[src/rtl/pmd_selftest_if.sv]
// PMD self-test handshake/bus bundle: test control, PMD data and result signals.
interface pmd_selftest_if;
  logic       start;
  logic       loopback;
  logic       tx_data;
  logic [1:0] rx_data;
  logic [1:0] rx_data_valid;
  logic       signal_status;
  logic       busy;
  logic       done;
  logic       pass;
  logic       fault;
  logic [7:0] err_count;

  modport master (
    output start, rx_data, rx_data_valid, signal_status,
    input  loopback, tx_data, busy, done, pass, fault, err_count
  );

  modport slave (
    input  start, rx_data, rx_data_valid, signal_status,
    output loopback, tx_data, busy, done, pass, fault, err_count
  );
endinterface

[src/rtl/pmd_selftest.sv]
// PMD loopback self-test: transmits PRBS7, skips/primes/checks the looped-back
// stream with a self-synchronizing checker, reports pass/fault/error count.
module pmd_selftest #(
  parameter int CHECK_BITS  = 256,
  parameter int SKIP_BITS   = 8,
  parameter int SIG_TIMEOUT = 15,
  parameter int WATCHDOG    = 1023
) (
  input  logic          clk,
  input  logic          rst,
  pmd_selftest_if.slave bus
);
  localparam int SW = $clog2(SIG_TIMEOUT + 2);
  localparam int WW = $clog2(WATCHDOG + 1);

  typedef enum logic [2:0] {IDLE, WAIT_SIG, SKIP, LOAD, CHECK, FINISH} state_t;

  state_t        state, nxt, walk;
  logic [SW-1:0] sig_cnt;
  logic [WW-1:0] wd_cnt;
  logic [15:0]   bit_cnt, cnt_w;
  logic [6:0]    chk, chk_w, gen;
  logic [7:0]    err, err_w;
  logic          tx_q, fault_q, pass_q, abort, rb, fb;
  logic [1:0]    take;

  assign fb = gen[6] ^ gen[5];

  // Beat decode: take[0] = rx_data[1] valid, take[1] = rx_data[0] valid.
  always_comb begin
    case (bus.rx_data_valid)
      2'b01:   take = 2'b01;
      2'b10:   take = 2'b11;
      default: take = 2'b00;
    endcase
  end

  // Walk the beat bit by bit so a 2-bit beat can straddle SKIP/LOAD/CHECK or end CHECK early.
  always_comb begin
    walk  = state;
    cnt_w = bit_cnt;
    chk_w = chk;
    err_w = err;
    rb    = 1'b0;
    for (int i = 0; i < 2; i++) begin
      rb = bus.rx_data[~i[0]];
      if (take[i[0]]) begin
        case (walk)
          SKIP: begin
            if (cnt_w == 16'(SKIP_BITS - 1)) begin walk = LOAD; cnt_w = '0; end
            else cnt_w = cnt_w + 16'd1;
          end
          LOAD: begin
            chk_w = {chk_w[5:0], rb};
            if (cnt_w == 16'd6) begin walk = CHECK; cnt_w = '0; end
            else cnt_w = cnt_w + 16'd1;
          end
          CHECK: begin
            if ((rb != (chk_w[6] ^ chk_w[5])) && (err_w != 8'hFF)) err_w = err_w + 8'd1;
            chk_w = {chk_w[5:0], rb};
            if (cnt_w == 16'(CHECK_BITS - 1)) walk = FINISH;
            else cnt_w = cnt_w + 16'd1;
          end
          default: ;
        endcase
      end
    end
  end

  // State register.
  always_ff @(posedge clk or posedge rst) begin
    if (rst) state <= IDLE;
    else     state <= nxt;
  end

  // Next state: signal loss beats completion, completion beats the watchdog.
  always_comb begin
    nxt   = state;
    abort = 1'b0;
    case (state)
      IDLE:     if (bus.start) nxt = WAIT_SIG;
      WAIT_SIG: begin
        if (bus.signal_status) nxt = SKIP;
        else if (sig_cnt == SW'(SIG_TIMEOUT)) begin nxt = FINISH; abort = 1'b1; end
      end
      SKIP, LOAD, CHECK: begin
        if (!bus.signal_status) begin nxt = FINISH; abort = 1'b1; end
        else if (walk == FINISH) nxt = FINISH;
        else if (wd_cnt == WW'(WATCHDOG - 1)) begin nxt = FINISH; abort = 1'b1; end
        else nxt = walk;
      end
      default:  nxt = IDLE;
    endcase
  end

  // Outputs decoded from state; pass is live during FINISH and held afterwards.
  always_comb begin
    bus.busy     = (state != IDLE);
    bus.loopback = (state != IDLE);
    bus.done     = (state == FINISH);
    bus.pass     = pass_q | ((state == FINISH) & ~fault_q & (err == 8'd0));
  end

  assign bus.tx_data   = tx_q;
  assign bus.fault     = fault_q;
  assign bus.err_count = err;

  // Counters, checker register and results; a cycle with signal loss commits nothing.
  always_ff @(posedge clk or posedge rst) begin
    if (rst) begin
      sig_cnt <= '0; wd_cnt <= '0; bit_cnt <= '0; chk <= '0;
      err <= '0; fault_q <= 1'b0; pass_q <= 1'b0;
    end else begin
      case (state)
        IDLE: if (bus.start) begin
          sig_cnt <= '0; wd_cnt <= '0; bit_cnt <= '0; chk <= '0;
          err <= '0; fault_q <= 1'b0; pass_q <= 1'b0;
        end
        WAIT_SIG: begin
          sig_cnt <= sig_cnt + SW'(1);
          wd_cnt  <= '0;
          bit_cnt <= '0;
        end
        SKIP, LOAD, CHECK: if (bus.signal_status) begin
          wd_cnt  <= wd_cnt + WW'(1);
          bit_cnt <= cnt_w;
          chk     <= chk_w;
          err     <= err_w;
        end
        FINISH: pass_q <= ~fault_q & (err == 8'd0);
        default: ;
      endcase
      if (abort) fault_q <= 1'b1;
    end
  end

  // PRBS7 transmitter; tx is forced low whenever the next state is IDLE or FINISH.
  always_ff @(posedge clk or posedge rst) begin
    if (rst) begin
      gen  <= '0;
      tx_q <= 1'b0;
    end else if ((state == IDLE) && bus.start) begin
      gen  <= 7'h7F;
      tx_q <= 1'b0;
    end else if (state inside {WAIT_SIG, SKIP, LOAD, CHECK}) begin
      gen  <= {gen[5:0], fb};
      tx_q <= (nxt inside {WAIT_SIG, SKIP, LOAD, CHECK}) & fb;
    end else begin
      tx_q <= 1'b0;
    end
  end
endmodule

[src/flat_wrapper.sv]
// flat-port wrapper written by rule: the top's interface ports become plain ports
module pmd_selftest_flat 
#(
  parameter int CHECK_BITS  = 256,
  parameter int SKIP_BITS   = 8,
  parameter int SIG_TIMEOUT = 15,
  parameter int WATCHDOG    = 1023
)
  (clk, rst, bus_start, bus_rx_data, bus_rx_data_valid, bus_signal_status, bus_loopback, bus_tx_data, bus_busy, bus_done, bus_pass, bus_fault, bus_err_count);
  pmd_selftest_if bus_i ();
  input  logic clk;
  input  logic rst;
  input wire logic [$bits(bus_i.start)-1:0] bus_start;
  input wire logic [$bits(bus_i.rx_data)-1:0] bus_rx_data;
  input wire logic [$bits(bus_i.rx_data_valid)-1:0] bus_rx_data_valid;
  input wire logic [$bits(bus_i.signal_status)-1:0] bus_signal_status;
  output wire logic [$bits(bus_i.loopback)-1:0] bus_loopback;
  output wire logic [$bits(bus_i.tx_data)-1:0] bus_tx_data;
  output wire logic [$bits(bus_i.busy)-1:0] bus_busy;
  output wire logic [$bits(bus_i.done)-1:0] bus_done;
  output wire logic [$bits(bus_i.pass)-1:0] bus_pass;
  output wire logic [$bits(bus_i.fault)-1:0] bus_fault;
  output wire logic [$bits(bus_i.err_count)-1:0] bus_err_count;
  assign bus_i.start = bus_start;
  assign bus_i.rx_data = bus_rx_data;
  assign bus_i.rx_data_valid = bus_rx_data_valid;
  assign bus_i.signal_status = bus_signal_status;
  assign bus_loopback = bus_i.loopback;
  assign bus_tx_data = bus_i.tx_data;
  assign bus_busy = bus_i.busy;
  assign bus_done = bus_i.done;
  assign bus_pass = bus_i.pass;
  assign bus_fault = bus_i.fault;
  assign bus_err_count = bus_i.err_count;
  pmd_selftest #(.CHECK_BITS(CHECK_BITS), .SKIP_BITS(SKIP_BITS), .SIG_TIMEOUT(SIG_TIMEOUT), .WATCHDOG(WATCHDOG)) u_core (.clk(clk), .rst(rst), .bus(bus_i));
endmodule
[config.mk]
export PLATFORM = sky130hd
export DESIGN_NAME = pmd_selftest_flat
export DESIGN_NICKNAME = d
export VERILOG_FILES = /design/src/rtl/pmd_selftest_if.sv /design/src/rtl/pmd_selftest.sv /design/src/flat_wrapper.sv
export SDC_FILE = /design/constraint.sdc
export NUM_CORES = 1
export LEC_CHECK = 0
export BUFFER_PORTS_ARGS = -buffer_cell sky130_fd_sc_hd__buf_2
export CAP_MARGIN = 20
export CORE_ASPECT_RATIO = 1.75
export CORE_MARGIN = 4
export CORE_UTILIZATION = 55
export DETAILED_ROUTE_END_ITERATION = 6
export PLACE_DENSITY = 0.76
export SKIP_CTS_REPAIR_TIMING = 1
export SLEW_MARGIN = 20
export SYNTH_ARGS = -nofsm -noshare
export SYNTH_HDL_FRONTEND = slang
export SYNTH_SLANG_ARGS = --single-unit
[constraint.sdc]
create_clock -name clk -period 9 [get_ports clk]
set_input_delay 1.35 -clock clk [delete_from_list [all_inputs] [get_ports clk]]
set_output_delay 1.35 -clock clk [all_outputs]
set_load 0.01 [all_outputs]
==> results.yml, run 1 <==
setup_path:
  cpLargestDelayFamily: "compound AO/OA/AOI/OAI gates"
  cp_slowest_stage_delay_ns: 0.55
  r2r_setup_slack_ns: 4.33
  end_kind: "flop"
  start_kind: "primary input"
  reg2reg_depth: 14
  critPathMaxFanout: 10
  cp.arrival_ns: 5.41
  r2r_end: "u_core.bit_cnt[15]"
  critPathSlowestCell: "or4b_4"
  rr_startpoint: "u_core.bit_cnt[0]"
  critical_path.cell_chain: "buf_2 -> inv_1 -> ha_1 -> or3b_1 -> a21oi_1 -> nor2_1 -> o21ai_0 -> ha_1 -> inv_1 -> or4b_4 -> nand3b_4 -> o41ai_4 -> a211o_1 -> o21ai_1 -> a22o_1"
  crit_type: "primary input to flop"
  required_ns: 9.22
  cp.buffers_inverters: 3
timing:
  fin_ws_ns: 3.82
  clock-skew-final_ns: 0.00908
  rsz0062_at_grt: "no"
  final_max_slew_viol_count: 0
  setup-violations-final: 0
  hold_violations: 0
  worst_slew_pin_slew_ns: 0.921
  fin_crit_sh_pct: 57.6
  finalCriticalPeriod_ns: 5.18
  slew_headroom_pct: 38.4
  setup_tns_ns: 0
  max_freq_mhz: 193
floorplan:
  start_util_pct: 56.7
  core_area_mm2: 0.00878
  die-area_mm2: 0.0107
  die_w_um: 79.9
  die_h_um: 134
  core.rowCount: 45
  ios: 22
synth:
  synth_edf_count: 0
  yosys_register_bits: 59
  yosysSeqAreaShare_pct: 29.6
  syn_nets: 647
  synth_cell_types: 79
  synth_flop_cell: "dfrtp_1"
  yosys_warnings: 0
  synth.avg_cell_area_um2: 7.94
  async_reset_ff_share_pct: 100
  syn_inst: 627
  syn_area_mm2: 0.00498
clocking:
  clkSinkCount: 59
  cts_buffers: 9
  cts_root_buf: "clkbuf_16"
  htree_levels: 3
  cts_tree: "done"
  worstSkewPairLatency_ns: 0.34
  clk_path_buf_depth: 2
  path_clk_slew_ns: 0.05
power:
  power.share.sequential_pct: 31.5
  p_leak_nw: 2.13
  combPwrFrac_pct: 41.4
  p_sw_mw: 0.515
  switching_share_pct: 44.4
  finalPower_mw: 1.16
  ir_drop_v: 0.000169
  internal_power_mw: 0.646
  p_per_area_mw_per_mm2: 217
  p_clk_share_pct: 27.1
global_route:
  grt_usage_pct: 28.7
  grt_max_degree: 60
  grt_overflow: 0
  grt_antenna_before_repair: 0
  grt_pass1_wl_um: 24200
  grt_pass1_vias: 4872
drt:
  drt_first_pass_iters: 6
  remaining_drc_errors: 0
  num_vias: 5112
  final_antenna_net_count: 0
  drt-initial-drc-count: 370
  avgViaCountPerCell: 6.87
  wl_per_cell_um: 19.9
  wl_um: 14800
layout:
  final_common_cell: "nand2_1"
  final_util_pct: 61.0
  fill_cells: 796
  drive_above_1_share_pct: 9.25
  area_growth_pct: 7.56
  n_antenna_cell: 0
  fin_nets: 642
  final_cell_mix: "76 x nand2_1, 59 x dfrtp_1, 47 x o21ai_0"
run:
  drv_cap: 0
hold_path:
  min_from: "u_core.sig_cnt[3]"
  hold_path_end: "u_core.sig_cnt[3]"
  whs_path_depth: 1
  hp-class: "flop to flop"
placement:
  place_congestion: 1.06
  port_buffers: 21
  hpwl_um: 10900
  dpl_worst_slack_ns: 3.53
status:
  status: "finished, final reports clean"
## cells by family (layout without fill, tap and decap cells)
kind of cell / count (synthesis) / after routing / synth area share (%)
AO/OA/AOI/OAI: 202 / 202 / 27.6
XOR/XNOR: 24 / 24 / 4.50
adder cells (fa/ha/maj): 12 / 12 / 3.01
buffers and inverters: 61 / 61 / 5.10
flip-flops: 59 / 59 / 29.6
multiplexers: 6 / 6 / 1.26
AND/OR/NAND/NOR: 263 / 263 / 28.9
## Yosys cell counts, drive strengths merged, types with 9 or more instances
| cell | count | area, um^2 |
|---|---|---|
| xnor2 | 12 | 105 |
| nor4 | 12 | 105 |
| nor2 | 39 | 149 |
| o211ai | 12 | 90.1 |
| dfrtp | 59 | 1480 |
| nor3 | 15 | 75.1 |
| nand3 | 25 | 125 |
| o22ai | 10 | 62.6 |
| a31oi | 9 | 56.3 |
| inv | 19 | 71.3 |
| o21ai | 64 | 320 |
| nand2 | 76 | 285 |
| a21oi | 27 | 135 |
| buf | 14 | 77.6 |
| and3 | 12 | 75.1 |
| xor2 | 11 | 96.3 |
| or3 | 12 | 80.1 |
| and2 | 12 | 75.1 |
| clkbuf | 28 | 105 |
| ha | 12 | 150 |
| nand4 | 14 | 93.8 |
## final cells by class
class / count / area [um^2] / area share (%)
Multi-Input combinational cell: 507 / 3250 / 60.7
Sequential cell: 59 / 1480 / 27.6
Clock buffer: 9 / 225 / 4.20
Tap cell: 117 / 146 / 2.73
Timing Repair Buffer: 26 / 143 / 2.66
Inverter: 19 / 71.3 / 1.33
Clock inverter: 7 / 45.0 / 0.841
## through the flow
stage          hold slack, ns  instances  cell area [um^2]
2_1_floorplan           0.443        627              4980
3_3_place_gp            0.473        728              5090
3_5_place_dp            0.478        728              5090
4_1_cts                 0.485        744              5360
5_1_grt                 0.518        744              5360
6_report                0.490        744              5360
## power groups by stage
stage	Clock (mW)	Combinational, mW	Sequential [mW]
2_1_floorplan	0	0.377	0.341
3_3_place_gp	0	0.464	0.366
3_5_place_dp	0	0.471	0.369
4_1_cts	0.320	0.478	0.364
5_1_grt	0.330	0.537	0.374
6_report	0.314	0.481	0.366
## metal layers
| layer | vias up | routed length, um | track usage, % |
|---|---|---|---|
| met2 | 237 | 7360 | 46.9 |
| met3 | 88 | 827 | 4.37 |
| met4 | 0 | 1060 | 20.0 |
| li1 | 2358 | - | - |
| met1 | 2429 | 5570 | 33.8 |
| met5 | - | 0 | 0 |
## state kept, by name, indices dropped and copies added (netlist names)
register              count
u_core.bit_cnt           16
u_core.bus.err_count      8
u_core.bus.fault          1
u_core.bus.tx_data        1
u_core.chk                7
u_core.gen                7
u_core.pass_q             1
u_core.sig_cnt            5
u_core.state              3
u_core.wd_cnt            10
## worst max-delay path by stage
stage	from	end	slack [ns]	depth (start not counted)
final	bus_rx_data_valid[0]	u_core.bit_cnt[15]	3.82	15
after global routing	bus_rx_data_valid[0]	u_core.bit_cnt[15]	3.61	15
after CTS	bus_rx_data_valid[0]	u_core.bit_cnt[15]	3.88	15
after detailed placement	bus_rx_data_valid[0]	u_core.bit_cnt[15]	3.53	15
after global placement	bus_rx_data_valid[0]	u_core.bit_cnt[15]	3.63	15
after floorplan	bus_rx_data_valid[0]	u_core.bit_cnt[7]	4.06	17
(Power assumes the default switching activity.)
==> run 2: changes to the inputs <==
- PLACE_DENSITY: 0.76 -> 0.79
- clock period: 9 -> 4.5 ns (I/O delays scaled with it)
==> run 2 against run 1 <==
Global-route usage grew 1.4 points. Sequential share of layout area shrank 1.4 points. Clock skew shrank 0.0046 ns. Routed wire length grew 5.9%. Critical path depth shrank 1. Critical path type is now flop to flop. Core utilization grew 3.3 points. Clock power grew 130%. Sequential power grew 93%.
==> results.yml, run 2 (same netlist as run 1, synthesis figures left out) <==
drt:
  wl_per_cell_um: 20.2
  remaining_drc_errors: 0
  drt_first_pass_iters: 6
  drt-initial-drc-count: 351
  wl_um: 15700
  avgViaCountPerCell: 6.83
  final_antenna_net_count: 0
  num_vias: 5317
timing:
  fin_crit_sh_pct: 92.5
  max_freq_mhz: 240
  rsz0062_at_grt: "no"
  setup_tns_ns: 0
  finalCriticalPeriod_ns: 4.16
  worst_slew_pin_slew_ns: 0.835
  setup-violations-final: 0
  clock-skew-final_ns: 0.00446
  hold_violations: 0
  final_max_slew_viol_count: 0
  slew_headroom_pct: 43.7
floorplan:
  ios: 22
  die_w_um: 79.9
  core_area_mm2: 0.00878
  start_util_pct: 56.7
  core.rowCount: 45
  die-area_mm2: 0.0107
  die_h_um: 134
clocking:
  clkSinkCount: 59
  clk_path_buf_depth: 2
  cts_buffers: 9
  path_clk_slew_ns: 0.05
  htree_levels: 3
  cts_root_buf: "clkbuf_16"
  worstSkewPairLatency_ns: 0.33
  cts_tree: "done"
power:
  p_clk_share_pct: 28.0
  p_sw_mw: 1.05
  p_per_area_mw_per_mm2: 447
  p_leak_nw: 2.33
  ir_drop_v: 0.000324
  internal_power_mw: 1.48
  switching_share_pct: 41.5
  power.share.sequential_pct: 28.0
  combPwrFrac_pct: 44.0
  finalPower_mw: 2.52
global_route:
  grt_pass1_wl_um: 25600
  grt_usage_pct: 30.1
  grt_max_degree: 38
  grt_overflow: 0
  grt_antenna_before_repair: 0
  grt_pass1_vias: 5328
layout:
  regMostFlops: "u_core.bit_cnt"
  largest_reg_flops: 16
  n_antenna_cell: 0
  design_area_mm2: 0.00565
  area_growth_pct: 13.4
  final_cell_mix: "76 x nand2_1, 59 x dfrtp_1, 47 x o21ai_0"
  fin_nets: 676
  final_common_cell: "nand2_1"
  fill_cells: 788
  stdcell_count: 778
  drive_above_1_share_pct: 13.5
  final_util_pct: 64.3
setup_path:
  rr_startpoint: "u_core.bit_cnt[0]"
  critPathSlowestCell: "or4_1"
  required_ns: 4.75
  cpLargestDelayFamily: "simple AND/OR/NAND/NOR gates"
  cp.arrival_ns: 4.41
  cp.buffers_inverters: 1
  reg2reg_depth: 14
  cpMostUsedCell: "ha_1"
  critical_path.cell_chain: "ha_1 -> and3_1 -> and4_1 -> nor3_1 -> nor2_1 -> o21ai_0 -> ha_1 -> inv_1 -> or4b_4 -> nand3b_4 -> or4_1 -> nand2_1 -> a31oi_1 -> o22ai_1"
  r2r_end: "u_core.bit_cnt[7]"
  cp_slowest_stage_delay_ns: 0.65
  crit_type: "flop to flop"
  critPathMaxFanout: 9
  r2r_setup_slack_ns: 0.34
  end_kind: "flop"
  start_kind: "flop"
placement:
  placedCellCount: 762
  placedInstanceArea_mm2: 0.00534
  place_congestion: 1.09
  port_buffers: 21
  hpwl_um: 11700
run:
  drv_cap: 0
hold_path:
  hp-class: "primary input to asynchronous set/reset pin"
status:
  status: "finished, final reports clean"
run 2: worst max path at each step:
stage / to / startpoint / depth (start not counted) / slack, ns
2_1_floorplan: u_core.bit_cnt[7] / bus_rx_data_valid[0] / 17 / 0.23
3_3_place_gp: u_core.bit_cnt[7] / bus_rx_data_valid[0] / 13 / 0.17
3_5_place_dp: u_core.bit_cnt[7] / bus_rx_data_valid[0] / 13 / 0.14
4_1_cts: u_core.bit_cnt[7] / u_core.bit_cnt[0] / 14 / 0.37
5_1_grt: u_core.bit_cnt[7] / u_core.bit_cnt[0] / 14 / 0.12
6_report: u_core.bit_cnt[7] / u_core.bit_cnt[0] / 14 / 0.34
run 2: through the flow:
step                hold slack, ns  setup WS [ns]
floorplan                    0.443          0.231
global placement             0.473          0.174
detailed placement           0.481          0.136
CTS                          0.396          0.370
global route                 0.430          0.121
finish                       0.383          0.336
run 2: power by group through the flow:
stage | sequential, mW | clock (mW) | combinational [mW]
after floorplan | 0.683 | 0 | 0.753
final | 0.706 | 0.707 | 1.11
after CTS | 0.703 | 0.715 | 1.09
after global routing | 0.716 | 0.740 | 1.21
after global placement | 0.706 | 0 | 1.05
after detailed placement | 0.711 | 0 | 1.09
run 2: worst reg2reg max path: stages (launching register included):
cell	delay, ns
dfrtp_1	0.47
ha_1	0.25
and3_1	0.29
and4_1	0.33
nor3_1	0.27
nor2_1	0.10
o21ai_0	0.27
ha_1	0.24
inv_1	0.06
or4b_4	0.54
nand3b_4	0.22
or4_1	0.66
nand2_1	0.14
a31oi_1	0.09
o22ai_1	0.16
run 2: routing by layer:
metal | vias to the layer above | routed length [um] | global-route usage, %
met2 | 244 | 8040 | 51.7
met1 | 2570 | 5780 | 32.8
met3 | 81 | 880 | 4.84
met4 | 0 | 991 | 21.2
met5 | - | 0 | 0
li1 | 2422 | - | -
run 2: cell type report:
cell class	instances	area (um^2)	area share [%]
Timing Repair Buffer	60	398	7.04
Multi-Input combinational cell	507	3250	57.5
Clock inverter	1	30.0	0.532
Sequential cell	59	1480	26.1
Inverter	19	71.3	1.26
Tap cell	117	146	2.59
Clock buffer	15	278	4.92
